### src/rtl/seq_tx_pkg.sv
// Shared types and constants for the serial pattern transmitter.
package seq_tx_pkg;

    typedef enum logic [1:0] {
        IDLE  = 2'd0,
        SHIFT = 2'd1,
        GAP   = 2'd2,
        DONE  = 2'd3
    } tx_state_t;

    localparam logic [3:0] DEFAULT_PATTERN = 4'b1010;

    // Registered output bundle, updated together with the state register.
    typedef struct packed {
        logic busy;
        logic dout;
        logic dout_valid;
        logic pat_last;
        logic done;
    } tx_out_t;

    localparam tx_out_t OUT_IDLE = '0;
    localparam tx_out_t OUT_DONE = '{busy: 1'b1, dout: 1'b0, dout_valid: 1'b0,
                                     pat_last: 1'b0, done: 1'b1};

    // Outputs for a cycle that carries a stream bit (pattern or gap zero).
    function automatic tx_out_t out_stream(input logic d, input logic last);
        return '{busy: 1'b1, dout: d, dout_valid: 1'b1, pat_last: last, done: 1'b0};
    endfunction

endpackage

### src/rtl/seq_pattern_tx.sv
// Serial pattern transmitter: sends a latched pattern MSB-first, repeated
// a programmable number of times with idle-zero gaps between instances.
//
// state | meaning
// IDLE  | waiting for start, all outputs low
// SHIFT | emitting pattern bits from shreg
// GAP   | emitting zero gap bits between pattern instances
// DONE  | one-cycle completion pulse, then back to IDLE
//
// Outputs are registered: every transition also loads the output values
// that belong to the destination state, so they are glitch-free and clear
// immediately when reset asserts.
module seq_pattern_tx
    import seq_tx_pkg::*;
#(
    parameter int PAT_W = 4,
    parameter int CNT_W = 4,
    parameter int GAP_W = 3
) (
    input  logic             clk,
    input  logic             reset,
    input  logic             start,
    input  logic [PAT_W-1:0] pattern,
    input  logic [CNT_W-1:0] repeat_cnt,
    input  logic [GAP_W-1:0] gap_len,
    output logic             busy,
    output logic             dout,
    output logic             dout_valid,
    output logic             pat_last,
    output logic             done
);

    localparam int BC_W = (PAT_W > 1) ? $clog2(PAT_W) : 1;
    localparam logic [BC_W-1:0] BIT_TOP = BC_W'(PAT_W - 1);

    tx_state_t        state;
    tx_out_t          outs;
    logic [PAT_W-1:0] shreg;
    logic [PAT_W-1:0] pat_q;
    logic [BC_W-1:0]  bit_cnt;
    logic [CNT_W-1:0] rep_rem;
    logic [GAP_W-1:0] gap_q;
    logic [GAP_W-1:0] gap_cnt;

    assign busy       = outs.busy;
    assign dout       = outs.dout;
    assign dout_valid = outs.dout_valid;
    assign pat_last   = outs.pat_last;
    assign done       = outs.done;

    // Sequencer: state, shift register, down-counters and registered outputs.
    always_ff @(posedge clk or posedge reset) begin
        if (reset) begin
            state   <= IDLE;
            outs    <= OUT_IDLE;
            shreg   <= '0;
            pat_q   <= '0;
            bit_cnt <= '0;
            rep_rem <= '0;
            gap_q   <= '0;
            gap_cnt <= '0;
        end else begin
            case (state)
                IDLE: begin
                    if (start && (repeat_cnt != '0)) begin
                        shreg   <= pattern;
                        pat_q   <= pattern;
                        rep_rem <= repeat_cnt;
                        gap_q   <= gap_len;
                        bit_cnt <= BIT_TOP;
                        state   <= SHIFT;
                        // PAT_W >= 2, so the first bit is never the last one.
                        outs    <= out_stream(pattern[PAT_W-1], 1'b0);
                    end else if (start) begin
                        state <= DONE;
                        outs  <= OUT_DONE;
                    end else begin
                        outs <= OUT_IDLE;
                    end
                end
                SHIFT: begin
                    if (bit_cnt != '0) begin
                        shreg   <= shreg << 1;
                        bit_cnt <= bit_cnt - BC_W'(1);
                        outs    <= out_stream(shreg[PAT_W-2], bit_cnt == BC_W'(1));
                    end else if (rep_rem <= CNT_W'(1)) begin
                        state <= DONE;
                        outs  <= OUT_DONE;
                    end else if (gap_q != '0) begin
                        rep_rem <= rep_rem - CNT_W'(1);
                        gap_cnt <= gap_q - GAP_W'(1);
                        state   <= GAP;
                        outs    <= out_stream(1'b0, 1'b0);
                    end else begin
                        rep_rem <= rep_rem - CNT_W'(1);
                        shreg   <= pat_q;
                        bit_cnt <= BIT_TOP;
                        outs    <= out_stream(pat_q[PAT_W-1], 1'b0);
                    end
                end
                GAP: begin
                    if (gap_cnt != '0) begin
                        gap_cnt <= gap_cnt - GAP_W'(1);
                        outs    <= out_stream(1'b0, 1'b0);
                    end else begin
                        shreg   <= pat_q;
                        bit_cnt <= BIT_TOP;
                        state   <= SHIFT;
                        outs    <= out_stream(pat_q[PAT_W-1], 1'b0);
                    end
                end
                DONE: begin
                    state <= IDLE;
                    outs  <= OUT_IDLE;
                end
                default: begin
                    state <= IDLE;
                    outs  <= OUT_IDLE;
                end
            endcase
        end
    end

endmodule

### config.mk
export PLATFORM = sky130hd
export DESIGN_NAME = seq_pattern_tx
export DESIGN_NICKNAME = d
export VERILOG_FILES = /design/src/rtl/seq_tx_pkg.sv /design/src/rtl/seq_pattern_tx.sv
export SDC_FILE = /design/constraint.sdc
export NUM_CORES = 1
export LEC_CHECK = 0
export BUFFER_PORTS_ARGS = -buffer_cell sky130_fd_sc_hd__buf_2
export CORE_UTILIZATION = 50
export CTS_BUF_LIST = sky130_fd_sc_hd__clkbuf_2 sky130_fd_sc_hd__clkbuf_4 sky130_fd_sc_hd__clkbuf_8
export DETAILED_ROUTE_END_ITERATION = 8
export PLACE_DENSITY = 0.67
export SYNTH_ARGS = -nofsm -noshare
export SYNTH_HDL_FRONTEND = slang
export SYNTH_SLANG_ARGS = --single-unit
### constraint.sdc
create_clock -name clk -period 4.3 [get_ports clk]
set_input_delay 0.215 -clock clk [delete_from_list [all_inputs] [get_ports clk]]
set_output_delay 0.215 -clock clk [all_outputs]
set_load 0.01 [all_outputs]
==> metrics.txt, run 1 <==
relative slew slack about a third; crit path cell chain inv_1 > ha_1 > nand2_1 > a21oi_1 > o21a_2 > nand4_1 > o2111a_1; vias per cell 5.78; Synth Net Count 189; outcome finished clean; Least-Margin Pin Slew between 0.9 and 1 ns; drt pass-1 iters 4; WL/cell 14.4 µm; Largest stage delay, worst path around 0.71 ns; maximum vdd drop 347 µV; H-tree depth 1; layout cells sized above 1 21.4%; cells after synthesis about 170; Setup TNS 0 ns; first-pass GRT wire length 5570 µm; FF-to-FF Start state[1]$_DFFE_PP0P_; number of flops mapped to enable cells by yosys 0; type of the worst setup path register to register; CTS root buf clkbuf_4; r2r setup slk about 1.6 ns; crit share post-route 61.8%; net switching power figure 575 µW; WP data required 4.53 ns; Final Critical Period about 2.7 ns; grt total ovfl 0; Layout Area Growth over Synthesis 9.43%; Clock Path Buffers 2; area of the mapped netlist approximately 1600 µm²; fillers 285; Synth area leaders dfrtp_1 (40%), ha_1 (7.7%), mux2_2 (5.6%); die height 58.9 µm; Clock Power Share 12.5%; Antenna Nets Post-Route 0; internal power ~760 µW; CTS tree built; Hold Buf Count CTS 0; Yosys reg bits 26; delay-heaviest family, CP compound AO/OA/AOI/OAI gates; Max Freq ~0.38 GHz; Max Cap Viol 0; Total GRT Usage roughly 21%; Post-CTS Resized 0; ys flop type dfrtp_1; Worst Path Arrival 2.89 ns; CP Launch Point state[1]$_DFFE_PP0P_; Synth top area share 40.2%; WL final about 3300 µm; Min-Delay Path Class input port to async pin; synthesized area per cell 9.81 µm²; drt first-iter violations 46; RSZ-0062 raised after global routing false; largest net degree at the start of global routing 27; Layout Skew ~0.0023 ns; clk sinks 26; DRC Markers 0; CTS clock-pin slew for the worst setup and hold paths 0.14 ns; final hold vios 0; Setup crit end kind register; Port Buffers 18; num rows 20; Layout Nets 207; Sw Ratio roughly 43%; clk_lat worst skew 0.32 ns; Seq pwr share 33.6%; Synth cell types 48; slowest cell on the critical path ha_1; Post-CTS Setup Bufs 0; CP Buf/Inv Count 1; Core ar. 3050 µm²; Lkg Pwr 0.000794 µW; Worst setup SP type register; largest fanout on the critical path 24; pwr/cell area 754 nW/µm²; Initial Utilization 53.0%; design area 1770 µm²; chip width 58.9 µm; gpl congestion 0.874; dpl cell area 1720 µm²; leading area contributor after synthesis dfrtp_1; vias in the first global route about 1,300; Pwr Total 1340 µW; initial antenna violation count 0; setup violators final 0; Logic pwr share 53.8%; half-perimeter wire length after placement 2450 µm; Synth async-reset ratio 100%; die area 3470 µm²; n_diodes 0; post-synthesis sequential area ratio 40.2%; yosys warns 0; Slew Limit Fails 0; vias 1,306; CTS Buf Count 3; I/O pin cnt 19
==> per-stage QoR <==
stage / hold WS, ns / worst slack, ns / instances / util [%]
after CTS: 0.102 / 1.66 / 226 / 58.0
final: 0.0913 / 1.64 / 226 / 58.0
after global placement: 0.447 / 1.85 / 222 / 56.3
after detailed placement: 0.457 / 1.69 / 222 / 56.3
after floorplan: 0.255 / 2.45 / 165 / -
after global routing: 0.0978 / 1.41 / 226 / 58.0
==> path summary, 6_finish.rpt <==
kind / to / depth (start not counted)
worst max register to register: rep_rem[2]$_DFFE_PP0P_ / 7
worst min register to register: shreg[2]$_DFFE_PP0P_ / 2
worst max-delay path: rep_rem[2]$_DFFE_PP0P_ / 7
min in group clk: gap_q[2]$_DFFE_PP0P_ / 2
max in group asynchronous: gap_cnt[0]$_DFFE_PP0P_ / 2
worst min-delay path: dout$_DFF_PP0_ / 2
==> registers in the layout, summed over array words and instances, names as in the netlist, 2 cells and up <==
register,flops
bit_cnt,2
gap_q,3
pat_q,4
rep_rem,4
shreg,3
gap_cnt,3
state,2
==> placed cells by master (no fill, tap or decap), types with 2 or more instances in the layout <==
cell type / count
a211oi_1: 4
a21oi_1: 10
a21oi_2: 2
a221oi_1: 3
a311oi_1: 2
a31oi_1: 2
and3_1: 2
buf_2: 18
clkbuf_4: 3
dfrtp_1: 26
ha_1: 10
inv_1: 11
mux2_2: 8
mux2i_1: 5
nand2_1: 14
nand2b_1: 2
nand3_1: 2
nor2_1: 13
nor3_1: 3
o21a_1: 2
o21ai_0: 11
o31ai_1: 3
or3_1: 2
==> cell usage after synthesis, types with 2 or more instances <==
library cell  number
or3_1              2
nor3_1             3
o21a_1             2
nand3_1            2
dfrtp_1           26
nor2_1            13
buf_6              2
nand2_1           14
o31ai_1            3
a21oi_1           10
a211oi_1           4
mux2_2             8
and3_1             2
a31oi_1            2
a221oi_1           3
o21ai_0           11
a21oi_2            2
ha_1              10
nand2b_1           2
inv_1             11
mux2i_1            5
a311oi_1           2
==> kinds of logic (layout without fill, tap and decap cells) <==
family / after synthesis / after routing / share of synthesized area (%)
buf+inv: 16 / 33 / 5.33
mux: 13 / 13 / 8.66
flops: 26 / 26 / 40.2
simple gates: 47 / 47 / 14.2
fa+ha+maj: 10 / 10 / 7.73
compound gates: 52 / 52 / 23.3
xor+xnor: 1 / 1 / 0.541
==> layer usage <==
metal	track usage [%]	share of wire, %	wire length (µm)	vias up
li1	-	-	-	638
met1	27.2	46	1490	642
met2	37.2	51	1650	24
met3	5.27	3.0	97	2
met4	4.08	0.64	21	0
met5	0	0	0	-
==> final cells by class <==
cell class | instances | area, µm² | share of cell area, %
multi-input cells | 123 | 882 | 49.8
clock inverters | 1 | 30.0 | 1.69
repair buffers | 18 | 90.1 | 5.08
flip-flops and latches | 26 | 651 | 36.7
clock buffers | 3 | 22.5 | 1.27
well taps | 44 | 55.1 | 3.11
inverters | 11 | 41.3 | 2.33
==> power by group through the flow <==
stage / Sequential [µW] / Combinational (µW) / Clock, µW
floorplan: 439 / 582 / 0
global placement: 449 / 701 / 0
detailed placement: 454 / 714 / 0
CTS: 448 / 718 / 173
global route: 466 / 800 / 182
finish: 449 / 719 / 167
Note: power is estimated with default switching activity, not from simulation.
==> inputs of run 2 (changes only) <==
--- a/config.mk
+++ b/config.mk
@@ -5,6 +5,7 @@
 export SDC_FILE = /design/constraint.sdc
 export NUM_CORES = 1
 export LEC_CHECK = 0
+export ABC_AREA = 1
 export BUFFER_PORTS_ARGS = -buffer_cell sky130_fd_sc_hd__buf_2
 export CORE_UTILIZATION = 50
 export CTS_BUF_LIST = sky130_fd_sc_hd__clkbuf_2 sky130_fd_sc_hd__clkbuf_4 sky130_fd_sc_hd__clkbuf_8
==> constraint.sdc (replaced) <==
create_clock -name clk -period 2.56 [get_ports clk]
set_input_delay 0.128 -clock clk [delete_from_list [all_inputs] [get_ports clk]]
set_output_delay 0.128 -clock clk [all_outputs]
set_load 0.01 [all_outputs]
==> run 2 against run 1 <==
The run now ends with negative hold slack left. Clock-buffer cell count grew 1. Die area grew 7.9%. Via count grew 11%. Clock power grew 34%. First-iteration DRC count grew to 2.6 times the previous value. Hold slack lost 0.12 ns. Critical path type unchanged. Highest routed layer unchanged.
==> metrics.txt, run 2 <==
outcome complete, but fails checks (was finished clean); failing checks negative hold slack; Worst Path Arrival 2.04 ns (was 2.89 ns); DRC Markers 0 (unchanged); setup violators final 0 (unchanged); Max Freq 0.560 GHz (was 0.376 GHz); internal power 1260 µW (was 761 µW); Clock Path Buffers 2 (unchanged); Antenna Nets Post-Route 0 (unchanged); Setup TNS 0 ns (unchanged); gpl congestion 0.902 (was 0.874); vias in the first global route 1,275 (was 1,273); R2R cell count 9 (was 7); Min-Delay Path Class input port to async pin (unchanged); die height 61.2 µm (was 58.9 µm); post-synthesis sequential area ratio 37.1% (was 40.2%); DP Cell Count 289 (was 222); CTS root buf clkbuf_4 (unchanged); Worst setup SP type register (unchanged); Post-CTS Resized 0 (unchanged); Synth async-reset ratio 100% (unchanged); die area 3740 µm² (was 3470 µm²); pwr/cell area 1310 nW/µm² (was 754 nW/µm²); most frequent cells after synthesis nand2_1 (77), dfrtp_1 (26), inv_1 (24) (was dfrtp_1 (26), nand2_1 (14), nor2_1 (13)); maximum vdd drop 552 µV (was 347 µV); crit path cell chain inv_1 > ha_1 > inv_2 > nand2_2 > nand2_2 > nor2_4 > nand2_2 > nand2_1 > nand2_1 (was inv_1 > ha_1 > nand2_1 > a21oi_1 > o21a_2 > nand4_1 > o2111a_1); Total GRT Usage 21.6% (was 21.4%); number of flops mapped to enable cells by yosys 0 (unchanged); Layout Skew 0.00426 ns (was 0.00227 ns); Initial Utilization 52.5% (was 53.0%); Clock Power Share 8.7% (was 12.5%); CTS Buf Count 3 (unchanged); Sw Ratio 50.8% (was 43.1%); delay-heaviest family, CP simple AND/OR/NAND/NOR gates (was compound AO/OA/AOI/OAI gates); CP Launch Point state[1]$_DFFE_PP0P_ (unchanged); synthesized area per cell 7.65 µm² (was 9.81 µm²); I/O pin cnt 19 (unchanged); Seq pwr share 28.9% (was 33.6%); clk_lat worst skew 0.34 ns (was 0.32 ns); Synth Net Count 253 (was 189); relative slew slack 36.0% (was 34.8%); slowest cell on the critical path ha_1 (unchanged); Synth cell types 26 (was 48); Logic pwr share 62.4% (was 53.8%); clk sinks 26 (unchanged); fillers 337 (was 285); Largest regs pat_q: 4 flops, rep_rem: 4 flops (unchanged); RSZ-0062 raised after global routing false (unchanged); CTS clock-pin slew for the worst setup and hold paths 0.15 ns (was 0.14 ns); half-perimeter wire length after placement 2690 µm (was 2450 µm); Max Cap Viol 0 (unchanged); CP Buf/Inv Count 2 (was 1); Lkg Pwr 0.00106 µW (was 0.000794 µW); Core ar. 3340 µm² (was 3050 µm²); initial antenna violation count 0 (unchanged); largest fanout on the critical path 11 (was 24); commonest non-fill, non-tap cell in the layout nand2_1 (was dfrtp_1); layout cells sized above 1 23.0% (was 21.4%); Port Buffers 18 (unchanged); Non-Filler Instances 298 (was 226); area of the mapped netlist 1750 µm² (was 1620 µm²); largest net degree at the start of global routing 27 (unchanged); GR peak layer met2 (unchanged); cells after synthesis 229 (was 165); Setup crit end kind register (unchanged); WL/cell 11.8 µm (was 14.4 µm); final hold vios 26 (was 0); Largest stage delay, worst path 0.46 ns (was 0.71 ns); WL final 3510 µm (was 3260 µm); commonest non-fill, non-tap cells in the layout nand2_1 (77), dfrtp_1 (26), inv_1 (24) (was dfrtp_1 (26), buf_2 (18), nand2_1 (14)); CTS tree built (unchanged); drt pass-1 iters 4 (unchanged); drt first-iter violations 121 (was 46); crit share post-route 69.8% (was 61.8%); Synth area leaders dfrtp_1 (37%), nand2_1 (16%), ha_1 (7.1%) (was dfrtp_1 (40%), ha_1 (7.7%), mux2_2 (5.6%)); WP data required 2.82 ns (was 4.53 ns); met1 Usage GRT 29.8% (was 27.2%); register area 651 µm² (unchanged); ys flop type dfrtp_1 (unchanged); vias 1,451 (was 1,306); FF-to-FF End gap_cnt[0]$_DFFE_PP0P_ (was rep_rem[2]$_DFFE_PP0P_); Layout Nets 277 (was 207); most numerous cell in the Yosys netlist nand2_1 (was dfrtp_1); Slew Limit Fails 0 (unchanged); FF-to-FF Start state[1]$_DFFE_PP0P_ (unchanged); grt total ovfl 0 (unchanged); n_diodes 0 (unchanged); Yosys reg bits 26 (unchanged); net switching power figure 1300 µW (was 575 µW); met3 usage in global routing 3.15% (was 5.27%); yosys warns 0 (unchanged); leading area contributor after synthesis dfrtp_1 (unchanged); most repeated library cell on the critical path nand2_2; Least-Margin Pin Slew 0.958 ns (was 0.978 ns); num rows 21 (was 20); Synth top area share 37.1% (was 40.2%); multi-input combinational cell area 950 µm² (was 882 µm²); final hold slack -0.0287 ns (was 0.0913 ns); Layout Area Growth over Synthesis 11.4% (was 9.43%); H-tree depth 1 (unchanged); chip width 61.2 µm (was 58.9 µm); met2 GRT Util 34.6% (was 37.2%); type of the worst setup path register to register (unchanged); r2r setup slk 0.77 ns (was 1.64 ns); first-pass GRT wire length 5810 µm (was 5570 µm); Final Critical Period 1.79 ns (was 2.66 ns); vias per cell 4.87 (was 5.78)
## run 2: changes by cell type in the layout (fill, tap and decap cells not counted), sizes merged, moves of 7 or more
cell   before  now
a21oi      12    4
o21ai      12   19
nor2       14   21
nand2      15   93
mux2        8    0
nand3       2   12
inv        11   30
## run 2: layout make-up
cell class / count / area share [%]
clock buffer: 4 / 1.86
multi-input combinational: 169 / 48.7
tap: 46 / 2.95
timing repair buffer: 23 / 7.18
sequential: 26 / 33.3
inverter: 30 / 6.03
## run 2: worst max path at each step
stage	depth (start not counted)	end	slack (ns)
6_report	9	gap_cnt[0]$_DFFE_PP0P_	0.77
5_1_grt	8	shreg[1]$_DFFE_PP0P_	0.57
4_1_cts	9	gap_cnt[2]$_DFFE_PP0P_	0.77
3_5_place_dp	9	gap_cnt[0]$_DFFE_PP0P_	0.78
3_3_place_gp	9	gap_cnt[2]$_DFFE_PP0P_	0.86
2_1_floorplan	9	gap_cnt[2]$_DFFE_PP0P_	0.98
## run 2: layer usage
layer  part of all wire [%]  vias up
li1                       -      767
met4                    1.5        0
met3                    3.2        5
met1                     49      647
met2                     46       32
met5                      0        -
## run 2: logic make-up after synthesis
family | after synthesis | share of synthesized area [%]
AOI/OAI and AO/OA | 27 | 8.43
xor gates and xnor gates | 1 | 0.500
adders and majority gates | 10 | 7.14
buffers and inverters | 34 | 8.64
DFF | 26 | 37.1
and+or+nand+nor | 131 | 38.1
## run 2: per-stage QoR
step	area, µm²	util [%]	worst slack, ns	power (µW)
after floorplan	1750	-	0.984	2060
after global placement	1870	55.9	0.857	2320
after detailed placement	1870	55.9	0.781	2350
after CTS	1950	58.5	0.767	2570
after global routing	1950	58.5	0.572	2840
final	1950	58.5	0.774	2560
## run 2: power groups by stage
stage               combinational [µW]  clock, µW  sequential [µW]
floorplan                         1320          0              733
global placement                  1580          0              745
detailed placement                1600          0              748
CTS                               1610        225              736
global route                      1830        249              764
finish                            1600        223              738
## run 2: what timing repair did
| item | 4_1_cts | 5_1_grt |
|---|---|---|
| hold endpoints to repair | 5 | 0 |
| hold buffers | 5 | 0 |
| setup buffers | 0 | 0 |
## run 2: worst reg2reg max path, cell delays in order (launching register included)
cell	delay (ns)
dfrtp_1	0.44
inv_1	0.12
ha_1	0.46
inv_2	0.21
nand2_2	0.10
nand2_2	0.06
nor2_4	0.12
nand2_2	0.08
nand2_1	0.06
nand2_1	0.05
